===== config.mk =====
export PLATFORM = sky130hd
export DESIGN_NAME = stim_sequencer
export DESIGN_NICKNAME = d
export VERILOG_FILES = /design/src/rtl/stim_pkg.sv /design/src/rtl/stim_fifo.sv /design/src/rtl/stim_sequencer.sv
export SDC_FILE = /design/constraint.sdc
export NUM_CORES = 1
export LEC_CHECK = 0
export ABC_AREA = 1
export CAP_MARGIN = 20
export CORE_ASPECT_RATIO = 2
export CORE_UTILIZATION = 55
export CTS_CLUSTER_DIAMETER = 60
export CTS_CLUSTER_SIZE = 8
export DETAILED_ROUTE_END_ITERATION = 12
export PLACE_DENSITY = 0.76
export SLEW_MARGIN = 40
export SYNTH_ARGS = -nofsm -noshare
export SYNTH_HDL_FRONTEND = slang
export SYNTH_SLANG_ARGS = --single-unit

===== constraint.sdc =====
create_clock -name clk -period 2.5 [get_ports clk]
set_input_delay 0.25 -clock clk [delete_from_list [all_inputs] [get_ports clk]]
set_output_delay 0.25 -clock clk [all_outputs]
set_load 0.05 [all_outputs]

===== src/rtl/stim_pkg.sv =====
// Shared types and default parameters for the stimulus sequencer and its op queue.
package stim_pkg;

  typedef enum logic [1:0] {
    CMD_BLK = 2'd0,
    CMD_NB  = 2'd1,
    LEAN    = 2'd2,
    WAIT    = 2'd3
  } op_t;

  typedef struct packed {
    op_t         op;
    logic [15:0] data;
  } entry_t;

  typedef enum logic [2:0] {
    S_INIT,
    S_IDLE,
    S_SEND,
    S_PULSE,
    S_WAIT
  } state_t;

  localparam int unsigned DEF_DEPTH      = 8;
  localparam int unsigned DEF_LEAN_W     = 16;
  localparam int unsigned DEF_WAIT_SHIFT = 4;
  localparam int unsigned DEF_RST_CYCLES = 10;
  localparam int unsigned DEF_TIMEOUT    = 1_000_000;
  localparam int unsigned CNT_W          = 32;

endpackage


===== src/rtl/stim_fifo.sv =====
// DEPTH-entry show-ahead FIFO of stimulus ops; a push while full is accepted
// only when a pop happens in the same cycle.
module stim_fifo import stim_pkg::*; #(
  parameter int unsigned DEPTH = DEF_DEPTH
) (
  input  logic   clk,
  input  logic   rst_n,
  input  logic   push,
  input  logic   pop,
  input  entry_t wdata,
  output entry_t rdata,
  output logic   full,
  output logic   empty
);

  localparam int unsigned AW = $clog2(DEPTH);
  localparam int unsigned PW = AW + 1;

  entry_t        mem_q [DEPTH];
  logic [AW:0]   wptr_q, wptr_d;
  logic [AW:0]   rptr_q, rptr_d;
  logic          do_push, do_pop;

  // Pointers carry one extra wrap bit so full and empty are distinguishable.
  always_comb begin
    empty   = (wptr_q == rptr_q);
    full    = (wptr_q[AW] != rptr_q[AW]) && (wptr_q[AW-1:0] == rptr_q[AW-1:0]);
    do_pop  = pop && !empty;
    do_push = push && (!full || do_pop);
    wptr_d  = wptr_q + PW'(do_push);
    rptr_d  = rptr_q + PW'(do_pop);
    rdata   = mem_q[rptr_q[AW-1:0]];
  end

  always_ff @(posedge clk or negedge rst_n) begin
    if (!rst_n) begin
      wptr_q <= '0;
      rptr_q <= '0;
    end else begin
      wptr_q <= wptr_d;
      rptr_q <= rptr_d;
    end
  end

  always_ff @(posedge clk) begin
    if (do_push) mem_q[wptr_q[AW-1:0]] <= wdata;
  end

endmodule


===== src/rtl/stim_sequencer.sv =====
// Queue-driven stimulus engine: DUT reset release, UART command sends, lean steps
// and timed waits. Define STIM_TIMEOUT_EN to build the blocking-send timeout.
module stim_sequencer import stim_pkg::*; #(
  parameter int unsigned DEPTH      = DEF_DEPTH,
  parameter int unsigned LEAN_W     = DEF_LEAN_W,
  parameter int unsigned WAIT_SHIFT = DEF_WAIT_SHIFT,
  parameter int unsigned RST_CYCLES = DEF_RST_CYCLES,
  parameter int unsigned TIMEOUT    = DEF_TIMEOUT
) (
  input  logic              clk,
  input  logic              RST_n,
  input  logic              push,
  input  logic [1:0]        push_op,
  input  logic [LEAN_W-1:0] push_data,
  output logic              full,
  output logic              empty,
  output logic              ovf,
  output logic              busy,
  output logic              err,
  output logic              dut_rst_n,
  output logic [7:0]        cmd,
  output logic              send_cmd,
  input  logic              cmd_sent,
  output logic [LEAN_W-1:0] rider_lean
);

  entry_t            push_entry;
  entry_t            head;
  logic              pop;
  state_t            state_q, state_d;
  logic [CNT_W-1:0]  cnt_q, cnt_d;
  logic [CNT_W-1:0]  wait_len;
  logic              dut_rst_n_q, dut_rst_n_d;
  logic [7:0]        cmd_q, cmd_d;
  logic              send_cmd_q, send_cmd_d;
  logic [LEAN_W-1:0] lean_q, lean_d;
  logic              ovf_q, ovf_d;
  logic              sent_sync_q, sent_prev_q;
  logic              sent_rise;
`ifdef STIM_TIMEOUT_EN
  logic              err_q, err_d;
`endif

  always_comb begin
    push_entry.op   = op_t'(push_op);
    push_entry.data = 16'(push_data);
  end

  stim_fifo #(.DEPTH(DEPTH)) u_fifo (
    .clk   (clk),
    .rst_n (RST_n),
    .push  (push),
    .pop   (pop),
    .wdata (push_entry),
    .rdata (head),
    .full  (full),
    .empty (empty)
  );

  always_comb begin
    state_d     = state_q;
    cnt_d       = cnt_q;
    dut_rst_n_d = dut_rst_n_q;
    cmd_d       = cmd_q;
    send_cmd_d  = send_cmd_q;
    lean_d      = lean_q;
`ifdef STIM_TIMEOUT_EN
    err_d       = err_q;
`endif
    pop         = 1'b0;
    sent_rise   = sent_sync_q && !sent_prev_q;
    wait_len    = CNT_W'(head.data) << WAIT_SHIFT;

    unique case (state_q)
      S_INIT: begin
        if (cnt_q == CNT_W'(RST_CYCLES - 1)) begin
          state_d     = S_IDLE;
          dut_rst_n_d = 1'b1;
          cnt_d       = '0;
        end else begin
          cnt_d = cnt_q + 1'b1;
        end
      end
      S_IDLE: begin
        if (!empty) begin
          pop   = 1'b1;
          cnt_d = '0;
          case (head.op)
            CMD_BLK: begin
              cmd_d      = head.data[7:0];
              send_cmd_d = 1'b1;
              state_d    = S_SEND;
            end
            CMD_NB: begin
              cmd_d      = head.data[7:0];
              send_cmd_d = 1'b1;
              state_d    = S_PULSE;
            end
            LEAN: lean_d = LEAN_W'($signed(head.data));
            WAIT: begin
              // A zero-length wait stays in IDLE so the next pop follows directly.
              cnt_d = wait_len;
              if (wait_len != '0) state_d = S_WAIT;
            end
          endcase
        end
      end
      S_SEND: begin
        if (sent_rise) begin
          send_cmd_d = 1'b0;
          state_d    = S_IDLE;
        end
`ifdef STIM_TIMEOUT_EN
        else if (cnt_q == CNT_W'(TIMEOUT - 1)) begin
          send_cmd_d = 1'b0;
          err_d      = 1'b1;
          state_d    = S_IDLE;
        end else begin
          cnt_d = cnt_q + 1'b1;
        end
`endif
      end
      S_PULSE: begin
        send_cmd_d = 1'b0;
        state_d    = S_IDLE;
      end
      S_WAIT: begin
        if (cnt_q == CNT_W'(1)) state_d = S_IDLE;
        else                    cnt_d   = cnt_q - 1'b1;
      end
      default: state_d = S_INIT;
    endcase

    ovf_d = ovf_q || (push && full && !pop);
  end

  always_ff @(posedge clk or negedge RST_n) begin
    if (!RST_n) begin
      state_q     <= S_INIT;
      cnt_q       <= '0;
      dut_rst_n_q <= 1'b0;
      cmd_q       <= '0;
      send_cmd_q  <= 1'b0;
      lean_q      <= '0;
      ovf_q       <= 1'b0;
      sent_sync_q <= 1'b0;
      sent_prev_q <= 1'b0;
`ifdef STIM_TIMEOUT_EN
      err_q       <= 1'b0;
`endif
    end else begin
      state_q     <= state_d;
      cnt_q       <= cnt_d;
      dut_rst_n_q <= dut_rst_n_d;
      cmd_q       <= cmd_d;
      send_cmd_q  <= send_cmd_d;
      lean_q      <= lean_d;
      ovf_q       <= ovf_d;
      sent_sync_q <= cmd_sent;
      sent_prev_q <= sent_sync_q;
`ifdef STIM_TIMEOUT_EN
      err_q       <= err_d;
`endif
    end
  end

`ifdef STIM_TIMEOUT_EN
  assign err = err_q;
`else
  logic unused_timeout;
  assign unused_timeout = ^TIMEOUT;
  assign err = 1'b0;
`endif

  assign dut_rst_n  = dut_rst_n_q;
  assign cmd        = cmd_q;
  assign send_cmd   = send_cmd_q;
  assign rider_lean = lean_q;
  assign ovf        = ovf_q;
  assign busy       = ((state_q != S_IDLE) && (state_q != S_INIT)) || !empty;

endmodule


Word level (Yosys, flattened, before mapping):

Memories as Yosys holds them, arrays and structs flattened.
Cells that the tools add are included.

* bits in registers: 72
* bits in writable memories: 144
* latch bits: 0
* logic and storage cells: 85
* bits of input ports: 22
* memories: 1
* memory bits (read-only): 0

* muxes and demuxes: 20
* reductions and logical operators: 27
* bitwise gates (word level): 1
* div/mod/pow operators: 0
* shift-type cells: 0
* multipliers: 0
* magnitude comparators: 0
* $add $sub $neg: 4
* eq/ne operators: 21

Memories
* u_fifo.mem_q: words 8, bits a word 18, read ports 1, clocked after Yosys merged registers in 0, write ports 1, RTL line stim_fifo.sv:19 `entry_t mem_q [DEPTH];`

Operators by type and width (count)
* 2-to-1 mux 32 bit: 3
* case mux 32 bit (3 select lines): 1
* adder 32 x 1 -> 32 bit (second input constant): 1
* equality test 32 x 1 -> 1 bit (second input constant): 1
* equality test 32 x 4 -> 1 bit (second input constant): 1
* nonzero test 32 bit: 1
* subtractor 32 x 1 -> 32 bit (second input constant): 1
* 2-to-1 mux 20 bit: 1
* 2-to-1 mux 3 bit: 5
* case mux 3 bit (5 select lines): 1
* inequality test 2 bit (second input constant): 6
* case mux 3 bit (3 select lines): 1
* AND reduction 3 bit: 3
* nonzero test 3 bit: 3
* adder 4 x 1 -> 4 bit: 2
* logical AND 1 bit: 7
* 2-to-1 mux 1 bit: 7
* equality test 3 x 2 -> 1 bit (second input constant): 2
* AND reduction 6 bit: 1
* equality test 2 bit (second input constant): 2
* equality test 4 bit: 1
* logical NOT 1 bit: 4
* inequality test 4 x 2 -> 1 bit (second input constant): 1
* AND reduction 4 bit: 1
* other kinds (14): 16

Longest topological paths before layout:

Gate-level depths: netlist (run 1).

* word-level depth: 8
* depth in mapped cells: 15
* gate-level depth less buffers: 13

Modules after synthesis:

From an unflattened synthesis (run 1), not the netlist that was laid out.

* cell total of the unflattened synthesis: 1319
* area total of the unflattened synthesis: 11051.8 um2

Modules (own cells, without submodules)
* stim_fifo: instances 1, cells each 463, seq. area each 4524.3 um2, area an instance 6010.8 um2
* stim_sequencer: instances 1, cells each 856, seq. area each 1601.5 um2, area an instance 5041.1 um2

Least setup slack after synthesis (run 1):

OpenSTA, ideal clock, no wires.

* kind: reg-to-reg
* start point: register u_fifo.wptr_q[2]
* end point: memory u_fifo.mem_q[0][0] (netlist name), enable pin
* setup slack: -0.139 ns
* stages on the path, launching flop included: 9
* data required time: 2.108 ns
* buffers on the path: 1
* period minus slack after synthesis: 2.639 ns
* arrival: 2.246 ns
* path through: dfrtp_1 > clkbuf_2 > xnor2_1 > nand3_1 > nor2_1 > nand2_1 > nand2_1 > or2_2 > nor2_1

RTL lines
* start: declaration: RTL line stim_fifo.sv:20 `logic [AW:0] wptr_q, wptr_d;`
* start signal: assignment: RTL line stim_fifo.sv:40 `wptr_q <= wptr_d;`
* equality test 3 bit: RTL line stim_fifo.sv:27 `full = (wptr_q[AW] != rptr_q[AW]) && (wptr_q[AW-1:0] == rptr_q[AW-1:0]);`
* logical AND 1 bit: RTL line stim_fifo.sv:27
* net full: RTL line stim_sequencer.sv:15 `output logic full,`
* logical NOT 1 bit: RTL line stim_fifo.sv:29 `do_push = push && (!full || do_pop);`
* logical OR 1 bit: RTL line stim_fifo.sv:29
* logical AND 1 bit: RTL line stim_fifo.sv:29
* 2-to-1 mux 1 bit: RTL line stim_fifo.sv:46 `if (do_push) mem_q[wptr_q[AW-1:0]] <= wdata;`
* 2-to-1 mux 1 bit (implied by the code): RTL line stim_fifo.sv:46
* end: declaration: RTL line stim_fifo.sv:19

The timed path passes the listed nets, and every way through them passes these cells.

Final worst setup path (run 1):

* start point: register u_fifo.rptr_q[0]
* end point: output busy

* longest elaborated chain between the ends: 3

RTL lines
* start: declaration: RTL line stim_fifo.sv:21 `logic [AW:0] rptr_q, rptr_d;`
* start signal: assignment: RTL line stim_fifo.sv:41 `rptr_q <= rptr_d;`
* equality test 4 bit: RTL line stim_fifo.sv:26 `empty = (wptr_q == rptr_q);`
* logical NOT 1 bit: RTL line stim_sequencer.sv:180 `assign busy = ((state_q != S_IDLE) && (state_q != S_INIT)) || !empty;`
* logical OR 1 bit: RTL line stim_sequencer.sv:180
* end: declaration: RTL line stim_sequencer.sv:18 `output logic busy,`

Every way passes these cells.

==> flow_metrics.tcl, run 1 <==
set metrics [dict create \
    ys.flop_type "edfxtp_1" \
    power.total_mw 17.28 \
    async_reset_ff_share_pct 33.33 \
    cts_made_buffers 31 \
    die_y_um 202.6 \
    grt.total_usage_pct 33.22 \
    p_per_area_mw_per_mm2 1317 \
    critPathArrivalTime_ns 2.13 \
    r2r-start "cnt_q[20]" \
    drt.antenna.violating_nets 0 \
    ios 53 \
    slew_violations 0 \
    period_share_pct 95.39 \
    slew_headroom_pct 41.84 \
    final_common_cell "nand2_1" \
    r2r_slack_ns 0.18 \
    clk_pin_slew_ns 0.05 \
    min_to "sent_sync_q" \
    setup-tns-final_ns 0 \
    end_kind "output pin" \
    dieArea_mm2 0.02073 \
    netlist_instances 1311 \
    crit_type "reg -> out" \
    overflow 0 \
    path_max_fanout 5 \
    wl_per_cell_um 19.85 \
    antenna_found_initial 0 \
    yosysSeqAreaShare_pct 55.33 \
    dp_cells 1626 \
    drt_iter0_markers 520 \
    post-route-min-period_ns 2.385 \
    power.leakage_nw 5.608 \
    port_buffers 51 \
    crit_required_ns 2.25 \
    worstHoldPathType "in -> reg" \
    finalWeightedCongestion 1.028 \
    core_area_mm2 0.01982 \
    vias 9431 \
    clockBufferDepth 3 \
    cts.root.buffer_cell "clkbuf_16" \
    ys_warn_count 0 \
    antenna-diode-count 0 \
    cts_tree "done" \
    rsz0062_at_grt "true" \
    setup_viol 0 \
    row_count 73 \
    clk_latency_ns 0.57 \
    min_from "cmd_sent" \
    drive_gt1_share_pct 9.487 \
    ys_ff_latch 216 \
    netlist_top_cells_area "edfxtp_1, dfrtp_1, nand2_1, nand3_1, inv_1" \
    clock_skew_ns 0.03279 \
    mostFrequentLayoutCells "nand2_1, inv_1, edfxtp_1, nand3_1, nor2_1" \
    grt_first_pass_wirelength_mm 50.06 \
    syn_area_per_cell_um2 8.444 \
    grt_start_max_net_pins 77 \
    hpwl_mm 23.00 \
    synth_nets 1340 \
    final_nets 1431 \
    final-hold-violation-count 0 \
    die_x_um 102.3 \
    synth-edff-count 144 \
    vdd_drop_max_mv 1.007 \
    viasPerCell 5.597 \
    yosysTopAreaCellShare_pct 39.06 \
    status "finished, final reports clean" \
    grt_pass1_vias 9427 \
    area_delta_synth_final_pct 18.48 \
    syn_area_mm2 0.01107 \
    hold_path_depth 1 \
    crit-reg2reg-capture "cnt_q[19]" \
    cap_violations 0 \
    nFillCells 1665 \
    htree_levels 1 \
    reg2regPathDepth 10 \
    max_freq_mhz 419.3 \
    drcViolationCount 0 \
    synth_top_cell_by_area "edfxtp_1" \
    initial_core_util_pct 55.86 \
    wl_mm 33.44 \
    final_cells 1685 \
    first_pass_iters 5 \
    ys_types 43 \
    fin_util_pct 66.18 \
    cts.sinks 216 \
    worstSetupStartpointType "flop" \
    worst_pin_slew_ns 0.8715 \
]
==> timing repair <==
item,4_1_cts,5_1_grt
setup buffers,0,2
hold endpoints to repair,35,0
setup endpoints to repair,0,35
gates resized for setup,0,6
hold buffers,1,0
==> state kept, by name, indices dropped and copies added, names as in the netlist, 3 cells and up <==
name / count
u_fifo.wptr_q: 4
state_q: 3
rider_lean: 16
cmd: 8
u_fifo.mem_q: 144
u_fifo.rptr_q: 4
cnt_q: 32
==> cell type report <==
type | count | area [um2] | share of cell area [%]
repair buffers | 115 | 1139 | 8.681
clock inverters | 1 | 5.005 | 0.03816
well taps | 262 | 327.8 | 2.499
flip-flops and latches | 216 | 6127 | 46.71
clock buffers | 53 | 879.6 | 6.706
multi-input cells | 884 | 4058 | 30.94
inverters | 154 | 580.6 | 4.426
==> cells by family (layout without fill, tap and decap cells) <==
logic type	after synthesis	count (layout)	synth area share, %
XOR/XNOR	19	19	1.503
buffers and inverters	211	323	8.284
AO/OA/AOI/OAI	147	147	7.019
other	1	1	0.03387
AND/OR/NAND/NOR	710	710	27.03
adder cells (fa/ha/maj)	7	7	0.7911
flip-flops	216	216	55.33
==> metal layers <==
layer | up-vias | GRT usage [%] | wire length, um
met5 | - | 0 | 0
met4 | 0 | 28.57 | 3361
met3 | 161 | 5.439 | 1909
met2 | 389 | 59.18 | 17560
met1 | 4414 | 31.93 | 10610
li1 | 4467 | - | -
==> worst max-delay path, cell delays in order, from the launching register on <==
cell and delay (ns):
dfrtp_2 0.49, xnor2_1 0.20, nand3_1 0.11, buf_4 0.15
nor2_4 0.22, nand3_1 0.17, buf_4 0.23
==> cells in the mapped netlist, types with 2 or more instances <==
cell / n
nand4_1: 15
dfrtp_1: 72
nand3_2: 3
o21ai_0: 58
nor4_1: 2
buf_6: 7
o211ai_1: 4
nor2_1: 142
ha_1: 7
nand3_1: 142
o21ai_1: 38
xor2_1: 14
inv_2: 5
xnor2_1: 5
clkbuf_1: 13
buf_1: 3
nor2_4: 2
inv_1: 148
buf_2: 21
nand2_1: 369
nor3_1: 22
a21oi_1: 37
or2_2: 2
buf_4: 12
edfxtp_1: 144
nor2_2: 7
==> where the power goes <==
| group | switching, mW | internal, mW |
|---|---|---|
| Combinational | 5.69 | 2.60 |
| Sequential | 0.525 | 4.66 |
| Clock | 1.45 | 2.34 |
==> per-stage QoR <==
stage          worst slack (ns)  instance area (um2)  hold WS, ns
6_report                 0.1153                13120       0.1294
2_1_floorplan           -0.1386                11070     -0.04559
4_1_cts                  0.1880                13040       0.1222
5_1_grt               -0.005009                13120       0.1567
3_3_place_gp             0.1712                12140       0.2394
3_5_place_dp             0.2130                12140       0.2416
==> worst max path at each step <==
stage	startpoint	end	slack, ns
floorplan	u_fifo.wptr_q[2]	u_fifo.mem_q[0][0]	-0.14
global placement	state_q[1]	u_fifo.mem_q[5][12]	0.17
detailed placement	u_fifo.rptr_q[0]	cnt_q[11]	0.21
CTS	u_fifo.rptr_q[0]	rider_lean[13]	0.19
global route	u_fifo.rptr_q[0]	busy	-0.005
finish	u_fifo.rptr_q[0]	busy	0.12
No activity file was read; power rests on OpenSTA's default activity.
==> inputs of run 2 (changes only) <==
--- a/config.mk
+++ b/config.mk
@@ -6,8 +6,9 @@
 export NUM_CORES = 1
 export LEC_CHECK = 0
 export ABC_AREA = 1
-export CAP_MARGIN = 20
+export CAP_MARGIN = 15
 export CORE_ASPECT_RATIO = 2
+export CORE_MARGIN = 4
 export CORE_UTILIZATION = 55
 export CTS_CLUSTER_DIAMETER = 60
 export CTS_CLUSTER_SIZE = 8
==> run 2 against run 1 <==
  * Non-clock buffer count shrank 4
  * Global-route usage fell by 3.1 points
  * Worst hold slack better by 0.014 ns
  * Die area up 9.0%
  * First-iteration DRC count rose by 8.1%
  * Utilization down 0.16 points
  * Clock skew down 0.020 ns
  * Design area down 0.25%
  * Combinational power down 2.4%
  * Via count is 1.8% lower
  * Flip-flop and latch count unchanged
  * Setup slack gained 0.0083 ns
==> flow_metrics.tcl, run 2 (synthesis results as in run 1) <==
set metrics [dict create \
    place_ws_ns 0.2553 \
    p_switching_mw 7.603 \
    final_cells 1682 \
    vias 9263 \
    cts_setup_buffers 0 \
    mostFrequentLayoutCells "nand2_1, inv_1, edfxtp_1, nand3_1, nor2_1" \
    drcViolationCount 0 \
    slew_violations 0 \
    drt_iter0_markers 562 \
    cts.root.buffer_cell "clkbuf_16" \
    area_delta_synth_final_pct 18.18 \
    rsz0062_at_grt "false" \
    port_buffers 51 \
    combinationalPowerShare_pct 47.4 \
    cap_violations 0 \
    grt.total_usage_pct 30.10 \
    seqPwrFrac_pct 30.4 \
    max_freq_mhz 420.8 \
    ios 53 \
    finalWeightedCongestion 1.087 \
    setup_viol 0 \
    cts_tree "done" \
    final_nets 1427 \
    wl_per_cell_um 19.59 \
    initial_core_util_pct 55.86 \
    drive_gt1_share_pct 9.296 \
    die_y_um 208.6 \
    reg2regPathDepth 11 \
    final-hold-violation-count 0 \
    first_pass_iters 5 \
    hold_path_depth 1 \
    antenna-diode-count 0 \
    worstHoldPathType "in -> reg" \
    p_per_area_mw_per_mm2 1306 \
    row_count 73 \
    crit_type "reg -> out" \
    setup_ws_ns 0.1236 \
    htree_levels 1 \
    core_area_mm2 0.01982 \
    fin_util_pct 66.01 \
    clock_skew_ns 0.01244 \
    worst_pin_slew_ns 0.6541 \
    path_max_fanout 6 \
    grt_pass1_vias 9490 \
    largest_reg_flops 144 \
    clk_latency_ns 0.55 \
    end_kind "output pin" \
    worstSetupStartpointType "flop" \
    final_common_cell "nand2_1" \
    vdd_drop_max_mv 0.9141 \
    cts_made_buffers 31 \
    power.leakage_nw 5.583 \
    fin_area_mm2 0.01308 \
    drt.antenna.violating_nets 0 \
    cts.sinks 216 \
    die_x_um 108.3 \
    critPathArrivalTime_ns 2.13 \
    post-route-min-period_ns 2.376 \
    dieArea_mm2 0.02260 \
    crit_required_ns 2.25 \
    r2r_slack_ns 0.15 \
    grt_first_pass_wirelength_mm 51.16 \
    clk_pin_slew_ns 0.05 \
    wl_mm 32.95 \
    slew_headroom_pct 55.99 \
    status "finished, final reports clean" \
    viasPerCell 5.507 \
    overflow 0 \
    grt_start_max_net_pins 56 \
    internal-power_mw 9.486 \
    place_area_mm2 0.01217 \
    hpwl_mm 23.71 \
    dp_cells 1625 \
    period_share_pct 95.06 \
    antenna_found_initial 0 \
    p_clk_share_pct 22.2 \
    clockBufferDepth 3 \
    switching_share_pct 44.49 \
]
[run 2: cell count changes in the layout (fill, tap and decap cells not counted), sizes merged]
cell,change
buf,-2
clkinvlp,+1
clkinv,+1
clkbuf,-3
[run 2: layer usage]
| layer | routed length (um) | global-route usage, % |
|---|---|---|
| met3 | 1773 | 4.359 |
| met5 | 0 | 0 |
| met2 | 17510 | 54.43 |
| met1 | 10090 | 28.62 |
| met4 | 3570 | 25.85 |
[run 2: layout make-up]
class	count	area, um2
clock buffer	52	864.6
clock inverter	3	18.77
fill	1670	6736
inverter	154	581.8
multi-input combinational	884	4048
sequential	216	6127
tap	262	327.8
timing repair buffer	111	1116
[run 2: path summary, 6_finish.rpt]
path,start,to
min reg2reg,sent_sync_q,sent_prev_q
min,cmd_sent,sent_sync_q
max reg2reg,cnt_q[22],cnt_q[25]
min in group asynchronous,RST_n,cnt_q[7]
max in group asynchronous,RST_n,u_fifo.rptr_q[0]
max,u_fifo.wptr_q[2],busy
[run 2: worst max-delay path, stage by stage, from the launching register on]
cell and delay [ns]:
dfrtp_1 0.49, xnor2_1 0.26, nand3_1 0.18, nor2_4 0.26, nand3_1 0.16, buf_4 0.22
[run 2: what timing repair did]
item / 4_1_cts / 5_1_grt
gates resized for setup: 0 / 1
hold buffers: 1 / 0
hold endpoints to repair: 52 / 0
endpoints found under the setup margin: 0 / 10
[run 2: stage by stage]
stage	power, mW	setup TNS [ns]	hold WS [ns]
6_report	17.09	0	0.1435
5_1_grt	18.10	0	0.1428
4_1_cts	17.09	0	0.1280
3_5_place_dp	13.22	0	0.3671
3_3_place_gp	13.12	0	0.3800
2_1_floorplan	10.32	-9.977	-0.04559
[run 2: power by group through the flow]
stage | Combinational, mW | Clock, mW | Sequential (mW)
2_1_floorplan | 4.56 | 0 | 5.76
3_3_place_gp | 7.89 | 0 | 5.22
3_5_place_dp | 7.99 | 0 | 5.23
4_1_cts | 8.05 | 3.85 | 5.18
5_1_grt | 8.81 | 4.03 | 5.26
6_report | 8.10 | 3.80 | 5.19
